### src/rtl/eth_tx_nibbler.sv
// ============================================================================
// eth_tx_nibbler : MII transmit framer, byte stream in, one nibble per DIV clocks out
// Optional FCS append when ETH_TX_FCS_EN is defined.  Revision: 1.0
// ============================================================================
`default_nettype none

module eth_tx_nibbler #(
  parameter int DIV         = 5,
  parameter int IFG_NIBBLES = 24
) (
  input  logic       rx_clk125,
  input  logic       reset_n,
  input  logic [7:0] in_data,
  input  logic       in_valid,
  input  logic       in_last,
  output logic       in_ready,
  output logic [3:0] txd,
  output logic       tx_en,
  output logic       slot,
  output logic       underrun,
  output logic       busy
);

  localparam int CW = $clog2(DIV);
  localparam int IW = (IFG_NIBBLES > 16) ? $clog2(IFG_NIBBLES) : 4;

  localparam logic [CW-1:0] CNT_MAX  = CW'(DIV - 1);
  localparam logic [IW-1:0] PRE_LAST = IW'(15);
  localparam logic [IW-1:0] IFG_LAST = IW'(IFG_NIBBLES - 1);

  localparam logic [2:0] S_IDLE = 3'd0;
  localparam logic [2:0] S_PRE  = 3'd1;
  localparam logic [2:0] S_DATA = 3'd2;
  localparam logic [2:0] S_IFG  = 3'd4;
`ifdef ETH_TX_FCS_EN
  localparam logic [2:0]  S_FCS    = 3'd3;
  localparam logic [IW-1:0] FCS_LAST = IW'(7);
`endif

  logic [CW-1:0] cnt_q, cnt_d;
  logic [2:0]    state_q, state_d;
  logic [IW-1:0] idx_q, idx_d;
  logic          hi_q, hi_d;
  logic [7:0]    byte_q, byte_d;
  logic          last_q, last_d;
  logic [3:0]    txd_q, txd_d;
  logic          tx_en_q, tx_en_d;
  logic          underrun_q, underrun_d;

`ifdef ETH_TX_FCS_EN
  logic [31:0] crc_q, crc_d;
  logic [31:0] fcs_w;

  // Reflected CRC-32, one byte per call, LSB of the byte first
  function automatic logic [31:0] crc32_byte(input logic [31:0] c, input logic [7:0] d);
    logic [31:0] r;
    r = c ^ {24'h0, d};
    for (int i = 0; i < 8; i++) begin
      r = r[0] ? ((r >> 1) ^ 32'hEDB88320) : (r >> 1);
    end
    return r;
  endfunction

  assign fcs_w = ~crc_q;
`endif

  assign slot     = (cnt_q == CNT_MAX);
  assign in_ready = slot & (state_q == S_DATA) & ~hi_q;
  assign busy     = (state_q != S_IDLE);
  assign txd      = txd_q;
  assign tx_en    = tx_en_q;
  assign underrun = underrun_q;

  always_comb begin
    cnt_d      = slot ? '0 : cnt_q + 1'b1;
    state_d    = state_q;
    idx_d      = idx_q;
    hi_d       = hi_q;
    byte_d     = byte_q;
    last_d     = last_q;
    txd_d      = txd_q;
    tx_en_d    = tx_en_q;
    underrun_d = 1'b0;
`ifdef ETH_TX_FCS_EN
    crc_d      = crc_q;
`endif

    if (slot) begin
      case (state_q)
        S_IDLE: begin
          if (in_valid) begin
            state_d = S_PRE;
            tx_en_d = 1'b1;
            txd_d   = 4'h5;
            idx_d   = IW'(1);
`ifdef ETH_TX_FCS_EN
            crc_d   = 32'hFFFFFFFF;
`endif
          end else begin
            tx_en_d = 1'b0;
            txd_d   = 4'h0;
          end
        end

        S_PRE: begin
          if (idx_q == PRE_LAST) begin
            txd_d   = 4'hD;
            state_d = S_DATA;
            hi_d    = 1'b0;
          end else begin
            txd_d = 4'h5;
            idx_d = idx_q + 1'b1;
          end
        end

        S_DATA: begin
          if (!hi_q) begin
            if (in_valid) begin
              byte_d = in_data;
              last_d = in_last;
              txd_d  = in_data[3:0];
              hi_d   = 1'b1;
`ifdef ETH_TX_FCS_EN
              crc_d  = crc32_byte(crc_q, in_data);
`endif
            end else begin
              // Starved at a low-nibble slot: drop tx_en and fall into the gap
              tx_en_d    = 1'b0;
              txd_d      = 4'h0;
              underrun_d = 1'b1;
              state_d    = S_IFG;
              idx_d      = '0;
`ifdef ETH_TX_FCS_EN
              crc_d      = 32'hFFFFFFFF;
`endif
            end
          end else begin
            txd_d = byte_q[7:4];
            hi_d  = 1'b0;
            if (last_q) begin
              idx_d = '0;
`ifdef ETH_TX_FCS_EN
              state_d = S_FCS;
`else
              state_d = S_IFG;
`endif
            end
          end
        end

`ifdef ETH_TX_FCS_EN
        S_FCS: begin
          txd_d = fcs_w[{idx_q[2:0], 2'b00} +: 4];
          if (idx_q == FCS_LAST) begin
            state_d = S_IFG;
            idx_d   = '0;
          end else begin
            idx_d = idx_q + 1'b1;
          end
        end
`endif

        S_IFG: begin
          tx_en_d = 1'b0;
          txd_d   = 4'h0;
          if (idx_q == IFG_LAST) begin
            state_d = S_IDLE;
          end else begin
            idx_d = idx_q + 1'b1;
          end
        end

        default: begin
          state_d = S_IDLE;
          tx_en_d = 1'b0;
          txd_d   = 4'h0;
        end
      endcase
    end
  end

  always_ff @(posedge rx_clk125 or negedge reset_n) begin
    if (!reset_n) begin
      cnt_q      <= '0;
      state_q    <= S_IDLE;
      idx_q      <= '0;
      hi_q       <= 1'b0;
      byte_q     <= 8'h00;
      last_q     <= 1'b0;
      txd_q      <= 4'h0;
      tx_en_q    <= 1'b0;
      underrun_q <= 1'b0;
`ifdef ETH_TX_FCS_EN
      crc_q      <= 32'hFFFFFFFF;
`endif
    end else begin
      cnt_q      <= cnt_d;
      state_q    <= state_d;
      idx_q      <= idx_d;
      hi_q       <= hi_d;
      byte_q     <= byte_d;
      last_q     <= last_d;
      txd_q      <= txd_d;
      tx_en_q    <= tx_en_d;
      underrun_q <= underrun_d;
`ifdef ETH_TX_FCS_EN
      crc_q      <= crc_d;
`endif
    end
  end

endmodule

`default_nettype wire
### config.mk
export PLATFORM = sky130hd
export DESIGN_NAME = eth_tx_nibbler
export DESIGN_NICKNAME = d
export VERILOG_FILES = /design/src/rtl/eth_tx_nibbler.sv
export SDC_FILE = /design/constraint.sdc
export NUM_CORES = 1
export LEC_CHECK = 0
export CAP_MARGIN = 20
export CORE_ASPECT_RATIO = 1.75
export CORE_MARGIN = 10
export CORE_UTILIZATION = 29
export DETAILED_ROUTE_END_ITERATION = 6
export GPL_ROUTABILITY_DRIVEN = 0
export PLACE_DENSITY = 0.56
export SKIP_CTS_REPAIR_TIMING = 1
export SLEW_MARGIN = 40
export SYNTH_ARGS = -nofsm -noshare
export SYNTH_HDL_FRONTEND = slang
export SYNTH_SLANG_ARGS = --single-unit
### constraint.sdc
create_clock -name rx_clk125 -period 3.7 [get_ports rx_clk125]
set_input_delay 0.555 -clock rx_clk125 [delete_from_list [all_inputs] [get_ports rx_clk125]]
set_output_delay 0.555 -clock rx_clk125 [all_outputs]
set_load 0.05 [all_outputs]
==> metrics.md, run 1 <==
| Metric | Value |
|---|---|
| Cell taking the most area after synthesis | dfrtp_1 |
| Fill count | 445 |
| P&R area growth vs syn | 24.4% |
| Worst hold-check path type | input port to asynchronous set/reset pin |
| Pwr dens | 694 nW/µm² |
| Crit path DAT | 2.28 ns |
| Cell Rows | 31 |
| Final HPWL DP | about 2300 µm |
| Final setup fails | 0 |
| DRT iter0 DRCs | 34 |
| Crit-path leading delay family | buffers and inverters |
| Critical Path RT | around 3.1 ns |
| Crit share post-route | 0.766 |
| Root cell of the clock tree | clkbuf_8 |
| Fin nets | around 160 |
| Crit-path cells | inv_1 > ha_1 > nand2_1 > inv_1 > nand2_1 > nor2_1 > clkdlybuf4s50_1 |
| Multi-input logic area | 591 µm² |
| Worst setup margin | 0.864 ns |
| Routed Antenna Nets | 0 |
| Total wire length | 3010 µm |
| Layout Utilization | 0.368 |
| Worst skew pair latency | 0.27 ns |
| RSZ-0062 raised after global routing | no |
| Total Neg Setup Slack | 0 ns |
| Number of antenna diodes | 0 |
| Share of cells above drive strength 1 | 0.0638 |
| Max-Cap Viols | 0 |
| Status | finished clean |
| DR WL/cell | about 16 µm |
| Mapped Cells | 120 |
| Setup crit end kind | output pin |
| Vias in the first global route | around 1.0k |
| Die H | 105 µm |
| Syn avg cell area | 10.0 µm² |
| Maximum fanout along the worst path | 8 |
| Most frequent cells in the layout | dfrtp_1, clkdlybuf4s50_1, nand2_1 |
| DIE AREA | 7230 µm² |
| Total gr overflow | 0 |
| Post-synthesis compound-gate area fraction | 0.185 |
| GRT Util Overall | 0.0865 |
| Die Width | 68.7 µm |
| Post-synthesis mux area share | 0.0800 |
| Via Count | approximately 1,000 |
| Power Total | slightly above 0.001 W |
| Starting Density | 0.296 |
| Worst vdd rail ir drop | 0.301 mV |
| Seq/Total Area, Yosys | 0.478 |
| Simple-Gate Fraction of Synth Area | 0.184 |
| Leakage | 0.656 nW |
| Initial antenna violation count | 0 |
| # DRC | 0 |
| Distinct cells, synth | 31 |
| Commonest non-fill, non-tap cell in the layout | dfrtp_1 |
| Core area | 4070 µm² |
| CTS tree | built |
| Global-route wire length before repair | 4910 µm |
| Syn Nets | 136 |
| Largest net degree at the start of global routing | 24 |
| Tmin final | 2.84 ns |
| RR Startpoint | idx_q[0]$_DFFE_PN0P_ |
| Worst-margin pin slew | 0.603 ns |
| Startpoint Class | flop |
| Largest family of logic cells by synthesized area | compound AO/OA/AOI/OAI gates |
| Crit Path Class | flop to output pin |
| Seq cells post-synth | 23 |
| Port Buffer Count | 20 |
| Slew margin rel. | 0.597 |
| CTS buffer count | 3 |
| Clock Skew | 0.00355 ns |
| DRT Pass-1 Iters | 4 |
| XOR/XNOR Fraction of Synth Area | 0 |
| CP Buf/Inv Count | 3 |
| # IOs | 21 |
| Clock sink count | 23 |
| Deepest clock path buffer count | 2 |
| CTS clk-pin slew, worst paths | 0.08 ns |
| Hold Vio Cnt, Final | 0 |
| H-tree Lvls | 1 |
| Post-synth top area share | 0.478 |
| Critical path launch point | cnt_q[0]$_DFF_PN0_ |
| Synth Cell Area | 1200 µm² |
| Yosys warnings | 0 |
| Synth Area in Adders | 0.0416 |
| Slowest cell on crit path | clkdlybuf4s50_1 |
| Count of pins over their slew limit | 0 |
| DR vias/cell | 5.24 |
| Register area | 576 µm² |
| Max incr delay on CP | 0.81 ns |
| Top post-synthesis cells by area | dfrtp_1, o21ai_0, nand2_1 |
| Hold WS | 0.256 ns |
| Pre-CTS WS | 0.993 ns |
| Highest Clock Rate | 353 MHz |
[synthesized netlist by cell type]
library cell	count
nand2_1	14
a211o_1	1
mux2_1	4
nor2b_1	1
nand4b_1	4
o21ai_0	11
nor3b_1	1
inv_1	6
a21o_1	2
a22oi_1	2
nor2_1	7
and3b_1	1
or2_1	2
nor3b_2	1
mux2_4	2
mux2_2	1
or3b_1	2
o21bai_1	1
nand2b_1	4
mux2i_1	1
o21ai_1	1
nor4_1	1
ha_1	4
a32oi_1	1
dfrtp_1	23
a21oi_1	7
and3_1	1
a311o_1	2
nor3_1	1
o31ai_1	7
clkbuf_1	4
[registers in the layout (all words and copies together) (netlist names)]
name	cells
byte_q	4
cnt_q	3
hi_q	1
idx_q	5
last_q	1
state_q	3
tx_en	1
txd	4
underrun	1
[stage by stage]
step                      cells  area [µm²]
after floorplan             120        1200
after global placement      186        1460
after detailed placement    186        1450
after CTS                   190        1500
after global routing        190        1500
final                       190        1500
[metal layers]
metal	up-vias	wire length, µm	GRT usage
met5	-	0	0
met4	0	51	0.0411
met3	6	186	0.0212
met2	32	1650	0.154
met1	482	1130	0.0885
li1	476	-	-
[cells by family after synthesis]
| kind of cell | after synthesis |
|---|---|
| compound gates | 35 |
| fa+ha+maj | 4 |
| buf+inv | 10 |
| flops | 23 |
| mux | 8 |
| simple gates | 40 |
[area by class of cell]
cell class | instances | area share
Sequential cell | 23 | 0.384
Timing Repair Buffer | 21 | 0.135
Multi-Input combinational cell | 87 | 0.394
Inverter | 6 | 0.0150
Clock buffer | 4 | 0.0301
Tap cell | 49 | 0.0409
[power breakdown]
part / internal [W] / switching (W) / leakage, nW
Combinational: 0.000196 / 0.000279 / 0.336
Sequential: 0.000321 / 0.0000856 / 0.298
Clock: 0.0000770 / 0.0000819 / 0.0228
[worst paths after layout]
path,to,slack (ns),cells after the start
min reg2reg,cnt_q[0]$_DFF_PN0_,0.46,1
max reg2reg,idx_q[3]$_DFFE_PN0P_,1.56,7
min in group rx_clk125,cnt_q[0]$_DFF_PN0_,0.46,1
max,in_ready,0.86,7
min,cnt_q[1]$_DFF_PN0_,0.26,1
max in group asynchronous,cnt_q[0]$_DFF_PN0_,3.10,1
(Power assumes the default switching activity.)
==> inputs of run 2 (changes only) <==
==> constraint.sdc (replaced) <==
create_clock -name rx_clk125 -period 2.9 [get_ports rx_clk125]
set_input_delay 0.435 -clock rx_clk125 [delete_from_list [all_inputs] [get_ports rx_clk125]]
set_output_delay 0.435 -clock rx_clk125 [all_outputs]
set_load 0.05 [all_outputs]
==> run 2 against run 1 <==
  * Critical path depth is the same
  * Die area is the same
  * Sequential share of layout area shrank 1.1 points
  * Flip-flop and latch count is the same
  * Critical endpoint unchanged
  * First-iteration DRC count grew 15%
  * Count of clock-buffer cells in the layout shrank 1
  * Register-to-register slack lost 0.79 ns
  * Combinational power grew 40%
  * Final cell count grew 2.6%
  * Non-clock buffer count grew 5
  * Worst hold slack gained 0.22 ns
  * Global-route usage grew 0.29 points
==> metrics.md, run 2 (synthesis gave the netlist of run 1 again) <==
| Metric | Value |
|---|---|
| Crit path DAT | 2.16 ns (was 2.28 ns) |
| Critical Path RT | 2.47 ns (was 3.14 ns) |
| Commonest non-fill, non-tap cell in the layout | dfrtp_1 (unchanged) |
| Root cell of the clock tree | clkbuf_8 (unchanged) |
| Clock sink count | 23 (unchanged) |
| GRT Util Overall | 0.0894 (was 0.0865) |
| Flop2flop setup slack | 0.77 ns (was 1.56 ns) |
| Total Neg Setup Slack | 0 ns (unchanged) |
| DIE AREA | 7230 µm² (unchanged) |
| Slowest cell on crit path | clkdlybuf4s50_1 (unchanged) |
| Routed Antenna Nets | 0 (unchanged) |
| RSZ-0062 raised after global routing | no (unchanged) |
| Worst vdd rail ir drop | 0.450 mV (was 0.301 mV) |
| Die Width | 68.7 µm (unchanged) |
| Layout Utilization | 0.378 (was 0.368) |
| Tmin final | 2.60 ns |
| Fin nets | 163 (was 158) |
| Cell Rows | 31 (unchanged) |
| Via Count | 1,021 (was 996) |
| Max incr delay on CP | 0.82 ns (was 0.81 ns) |
| Port Buffer Count | 20 (unchanged) |
| Setup crit end kind | output pin (unchanged) |
| Worst R2R End | idx_q[2]$_DFFE_PN0P_ (was idx_q[3]$_DFFE_PN0P_) |
| Crit Path Class | flop to output pin (unchanged) |
| Placed Area | 1500 µm² (was 1450 µm²) |
| Hold WS | 0.472 ns (was 0.256 ns) |
| Vias in the first global route | 1,134 (was 1,042) |
| CTS buffer count | 3 (unchanged) |
| Slew margin rel. | 0.586 (was 0.597) |
| Worst-margin pin slew | 0.620 ns (was 0.603 ns) |
| Most frequent cells in the layout | dfrtp_1, clkdlybuf4s50_1, nand2_1 (unchanged) |
| Hold_sp | cnt_q[0]$_DFF_PN0_ |
| CTS tree | built (unchanged) |
| Crit-path cells | inv_1 > ha_1 > nand2_1 > inv_1 > nand2_1 > nor2_1 > clkdlybuf4s50_1 (unchanged) |
| Largest net degree at the start of global routing | 24 (unchanged) |
| Status | finished clean (unchanged) |
| DR WL/cell | 15.5 µm (was 15.9 µm) |
| Leakage | 0.685 nW (was 0.656 nW) |
| RR Startpoint | idx_q[0]$_DFFE_PN0P_ (unchanged) |
| Total wire length | 3010 µm (unchanged) |
| Number of antenna diodes | 0 (unchanged) |
| # DRC | 0 (unchanged) |
| Reg2reg path depth | 7 (unchanged) |
| Pwr dens | 871 nW/µm² (was 694 nW/µm²) |
| P&R area growth vs syn | 28.1% (was 24.4%) |
| Worst hold-check path type | flop to flop (was input port to asynchronous set/reset pin) |
| Count of pins over their slew limit | 0 (unchanged) |
| Initial antenna violation count | 0 (unchanged) |
| Share of cells above drive strength 1 | 0.0959 (was 0.0638) |
| H-tree Lvls | 1 (unchanged) |
| DRT iter0 DRCs | 39 (was 34) |
| # IOs | 21 (unchanged) |
| Deepest clock path buffer count | 2 (unchanged) |
| Maximum fanout along the worst path | 4 (was 8) |
| WHS Path Cells | 1 |
| Crit-path leading delay family | buffers and inverters (unchanged) |
| Hold Path Sink | cnt_q[0]$_DFF_PN0_ |
| CP Buf/Inv Count | 3 (unchanged) |
| Startpoint Class | flop (unchanged) |
| Global-route wire length before repair | 5180 µm (was 4910 µm) |
| Max-Cap Viols | 0 (unchanged) |
| DR vias/cell | 5.24 (about the same) |
| Crit share post-route | 0.895 |
| Final setup fails | 0 (unchanged) |
| Highest Clock Rate | between 300 and 400 MHz |
| Max reg flops | 5 (unchanged) |
| Worst skew pair latency | 0.26 ns (was 0.27 ns) |
| Die H | 105 µm (unchanged) |
| Core area | 4070 µm² (unchanged) |
| DRT Pass-1 Iters | 4 (unchanged) |
| Final HPWL DP | 2340 µm (about the same) |
| Starting Density | 0.296 (unchanged) |
| Total gr overflow | 0 (unchanged) |
| CTS clk-pin slew, worst paths | 0.08 ns (about the same) |
| Most flops, register | idx_q (unchanged) |
| Fill count | 427 (was 445) |
| Hold Vio Cnt, Final | 0 (unchanged) |
| Clock Skew | 0.00236 ns (was 0.00355 ns) |
| Fin area | 1540 µm² (was 1500 µm²) |
==> run 2: per-layer routing <==
layer | track usage | vias up | part of all wire
li1 | - | 483 | -
met1 | 0.0911 | 516 | 0.38
met2 | 0.162 | 18 | 0.56
met3 | 0.0233 | 4 | 0.055
met4 | 0.0354 | 0 | 0.011
met5 | 0 | - | 0
==> run 2: worst max-delay path by stage <==
| stage | depth (start not counted) | slack, ns | end | startpoint |
|---|---|---|---|---|
| after global routing | 7 | 0.15 | in_ready | cnt_q[0]$_DFF_PN0_ |
| after detailed placement | 5 | 0.30 | state_q[2]$_DFFE_PN0P_ | in_valid |
| after CTS | 7 | 0.27 | in_ready | cnt_q[0]$_DFF_PN0_ |
| after global placement | 5 | 0.36 | state_q[2]$_DFFE_PN0P_ | in_valid |
| final | 7 | 0.30 | in_ready | cnt_q[0]$_DFF_PN0_ |
| after floorplan | 6 | 0.53 | in_ready | cnt_q[0]$_DFF_PN0_ |
==> run 2: power breakdown <==
group	switching (W)	total, W	internal (W)
Sequential	0.0000697	0.000480	0.000410
Clock	0.000105	0.000201	0.0000960
Combinational	0.000394	0.000663	0.000269
==> run 2: final cells by class <==
| type | count | area [µm²] | share of cell area |
|---|---|---|---|
| flip-flops and latches | 23 | 576 | 0.373 |
| inverters | 6 | 22.5 | 0.0146 |
| repair buffers | 26 | 245 | 0.159 |
| clock buffers | 3 | 41.3 | 0.0268 |
| well taps | 49 | 61.3 | 0.0398 |
| clock inverters | 1 | 5.00 | 0.00325 |
| multi-input cells | 87 | 591 | 0.383 |
==> run 2: metrics by stage <==
stage	cells	worst slack (ns)	total power [W]
2_1_floorplan	120	0.528	0.000932
3_3_place_gp	191	0.363	0.00114
3_5_place_dp	191	0.305	0.00115
4_1_cts	195	0.274	0.00136
5_1_grt	195	0.147	0.00143
6_report	195	0.304	0.00134
==> run 2: worst reg2reg max path, cell delays in order, from the launching register on <==
cell and delay [ns]:
dfrtp_1 0.43, ha_1 0.26, and3_1 0.20, ha_1 0.21, o21ai_0 0.15, a22oi_1 0.16, or2_1 0.34, o31ai_1 0.28
==> inputs of run 3 (changes only) <==
--- a/config.mk
+++ b/config.mk
@@ -8,10 +8,10 @@
 export CAP_MARGIN = 20
 export CORE_ASPECT_RATIO = 1.75
 export CORE_MARGIN = 10
-export CORE_UTILIZATION = 29
+export CORE_UTILIZATION = 51
 export DETAILED_ROUTE_END_ITERATION = 6
 export GPL_ROUTABILITY_DRIVEN = 0
-export PLACE_DENSITY = 0.56
+export PLACE_DENSITY = 0.84
 export SKIP_CTS_REPAIR_TIMING = 1
 export SLEW_MARGIN = 40
 export SYNTH_ARGS = -nofsm -noshare
==> run 3 against run 2 <==
  * Critical path depth stayed put
  * Worst hold slack worse by 0.0057 ns
  * Non-clock buffer count is 4 lower
  * Maximum frequency is 4.5% lower
  * First-iteration DRC count is 13% lower
  * Clock power is 2% lower
  * Register-to-register slack worse by 0.05 ns
  * Die area is 34% lower
  * Setup slack worse by 0.12 ns
==> metrics.md, run 3 (synthesis gave the netlist of run 1 again) <==
| Metric | Value |
|---|---|
| Status | finished clean (unchanged) |
| Slew margin rel. | 0.560 (was 0.586) |
| Crit path DAT | 2.28 ns (was 2.16 ns) |
| Fill count | 183 (was 427) |
| Commonest non-fill, non-tap cell in the layout | dfrtp_1 (unchanged) |
| Slowest cell on crit path | clkdlybuf4s50_1 (unchanged) |
| Maximum fanout along the worst path | 8 (was 4) |
| Highest Clock Rate | 368 MHz (was 385 MHz) |
| Crit-path cells | inv_1 > ha_1 > nand2_1 > inv_1 > nand2_1 > nor2_1 > clkdlybuf4s50_1 (unchanged) |
| Largest net degree at the start of global routing | 24 (unchanged) |
| Global-route wire length before repair | 4980 µm (was 5180 µm) |
| Placed Area | 1440 µm² (was 1500 µm²) |
| Die H | 84.3 µm (was 105 µm) |
| Hold Vio Cnt, Final | 0 (unchanged) |
| Most frequent cells in the layout | dfrtp_1, clkdlybuf4s50_1, nand2_1 (unchanged) |
| GRT Util Overall | 0.124 (was 0.0894) |
| CTS tree | built (unchanged) |
| Worst vdd rail ir drop | 0.354 mV (was 0.450 mV) |
| Initial antenna violation count | 0 (unchanged) |
| Max-Cap Viols | 0 (unchanged) |
| DR WL/cell | 17.4 µm (was 15.5 µm) |
| Startpoint Class | flop (unchanged) |
| # DRC | 0 (unchanged) |
| Worst hold-check path type | flop to flop (unchanged) |
| CTS buffer count | 3 (unchanged) |
| Reg2reg path depth | 7 (unchanged) |
| Final HPWL DP | 2190 µm (was 2340 µm) |
| Deepest clock path buffer count | 2 (unchanged) |
| Worst skew pair latency | 0.26 ns (about the same) |
| Total gr overflow | 0 (unchanged) |
| Core area | 2270 µm² (was 4070 µm²) |
| Max incr delay on CP | 0.81 ns (was 0.82 ns) |
| Multi-input logic area | 591 µm² (unchanged) |
| Tmin final | 2.72 ns (was 2.60 ns) |
| Clock Skew | 0.00105 ns (was 0.00236 ns) |
| Total wire length | 2910 µm (was 3010 µm) |
| Worst setup margin | 0.183 ns (was 0.304 ns) |
| Share of cells above drive strength 1 | 0.0634 (was 0.0959) |
| Clock sink count | 23 (unchanged) |
| Fin area | 1480 µm² (was 1540 µm²) |
| WHS Path Cells | 1 (unchanged) |
| Crit share post-route | 0.937 (was 0.895) |
| Worst-margin pin slew | 0.658 ns (was 0.620 ns) |
| DIE AREA | 4780 µm² (was 7230 µm²) |
| Critical Path RT | 2.47 ns (about the same) |
| Power Total | 0.00132 W (was 0.00134 W) |
| Routed Antenna Nets | 0 (unchanged) |
| H-tree Lvls | 1 (unchanged) |
| Final setup fails | 0 (unchanged) |
| DRT iter0 DRCs | 34 (was 39) |
| Crit Path Class | flop to output pin (unchanged) |
| Die Width | 56.7 µm (was 68.7 µm) |
| Total Neg Setup Slack | 0 ns (unchanged) |
| CTS clk-pin slew, worst paths | 0.08 ns (about the same) |
| Vias in the first global route | 1,038 (was 1,134) |
| Starting Density | 0.529 (was 0.296) |
| Most flops, register | idx_q (unchanged) |
| Setup crit end kind | output pin (unchanged) |
| # IOs | 21 (unchanged) |
| Pwr dens | 894 nW/µm² (was 871 nW/µm²) |
| Root cell of the clock tree | clkbuf_8 (unchanged) |
| Pre-CTS WS | 0.353 ns (was 0.305 ns) |
| DRT Pass-1 Iters | 4 (unchanged) |
| DR vias/cell | 6.07 (was 5.24) |
| P&R area growth vs syn | 23.0% (was 28.1%) |
| Port Buffer Count | 20 (unchanged) |
| Layout Utilization | 0.651 (was 0.378) |
| Register area | 576 µm² (unchanged) |
| Max reg flops | 5 (unchanged) |
| Number of antenna diodes | 0 (unchanged) |
| Fin nets | 159 (was 163) |
| Cell Rows | 23 (was 31) |
| Leakage | 0.661 nW (was 0.685 nW) |
| RSZ-0062 raised after global routing | no (unchanged) |
| Count of pins over their slew limit | 0 (unchanged) |
| Via Count | 1,013 (was 1,021) |
-- run 3: where the power goes --
group	leakage [nW]	switching, W	internal (W)
sequential	0.298	0.000108	0.000409
clock	0.0228	0.0000977	0.0000981
combinational	0.340	0.000360	0.000251
-- run 3: layout make-up --
cell class / instances / share of cell area
clock buffers: 4 / 0.0304
well taps: 25 / 0.0211
inverters: 6 / 0.0152
repair buffers: 22 / 0.145
multi-input cells: 87 / 0.399
flip-flops and latches: 23 / 0.389
-- run 3: metal layers --
layer / GRT usage / vias to the layer above / wire [µm]
met5: 0 / - / 0
met4: 0.0571 / 0 / 66
met3: 0.0256 / 9 / 162
met2: 0.232 / 40 / 1620
met1: 0.123 / 483 / 1060
li1: - / 481 / -
-- run 3: through the flow --
step           cells  hold slack (ns)
2_1_floorplan    120            0.139
3_3_place_gp     163            0.455
3_5_place_dp     163            0.459
5_1_grt          167            0.520
4_1_cts          167            0.469
6_report         167            0.467
-- run 3: final timing paths --
check | startpoint | end | slack, ns
setup / recovery | cnt_q[0]$_DFF_PN0_ | in_ready | 0.18
hold / removal | cnt_q[0]$_DFF_PN0_ | cnt_q[0]$_DFF_PN0_ | 0.47
setup reg to reg | idx_q[0]$_DFFE_PN0P_ | idx_q[3]$_DFFE_PN0P_ | 0.72
hold reg to reg | cnt_q[0]$_DFF_PN0_ | cnt_q[0]$_DFF_PN0_ | 0.47
max in group asynchronous | reset_n | tx_en$_DFFE_PN0P_ | 2.16
min in group asynchronous | reset_n | hi_q$_DFFE_PN0P_ | 0.52
-- run 3: worst max-delay path: cells and delay by family (launching register included) --
family | cells | cell delay [ns]
buf+inv | 3 | 1.04
fa+ha+maj | 1 | 0.15
simple gates | 3 | 0.42
flops | 1 | 0.40
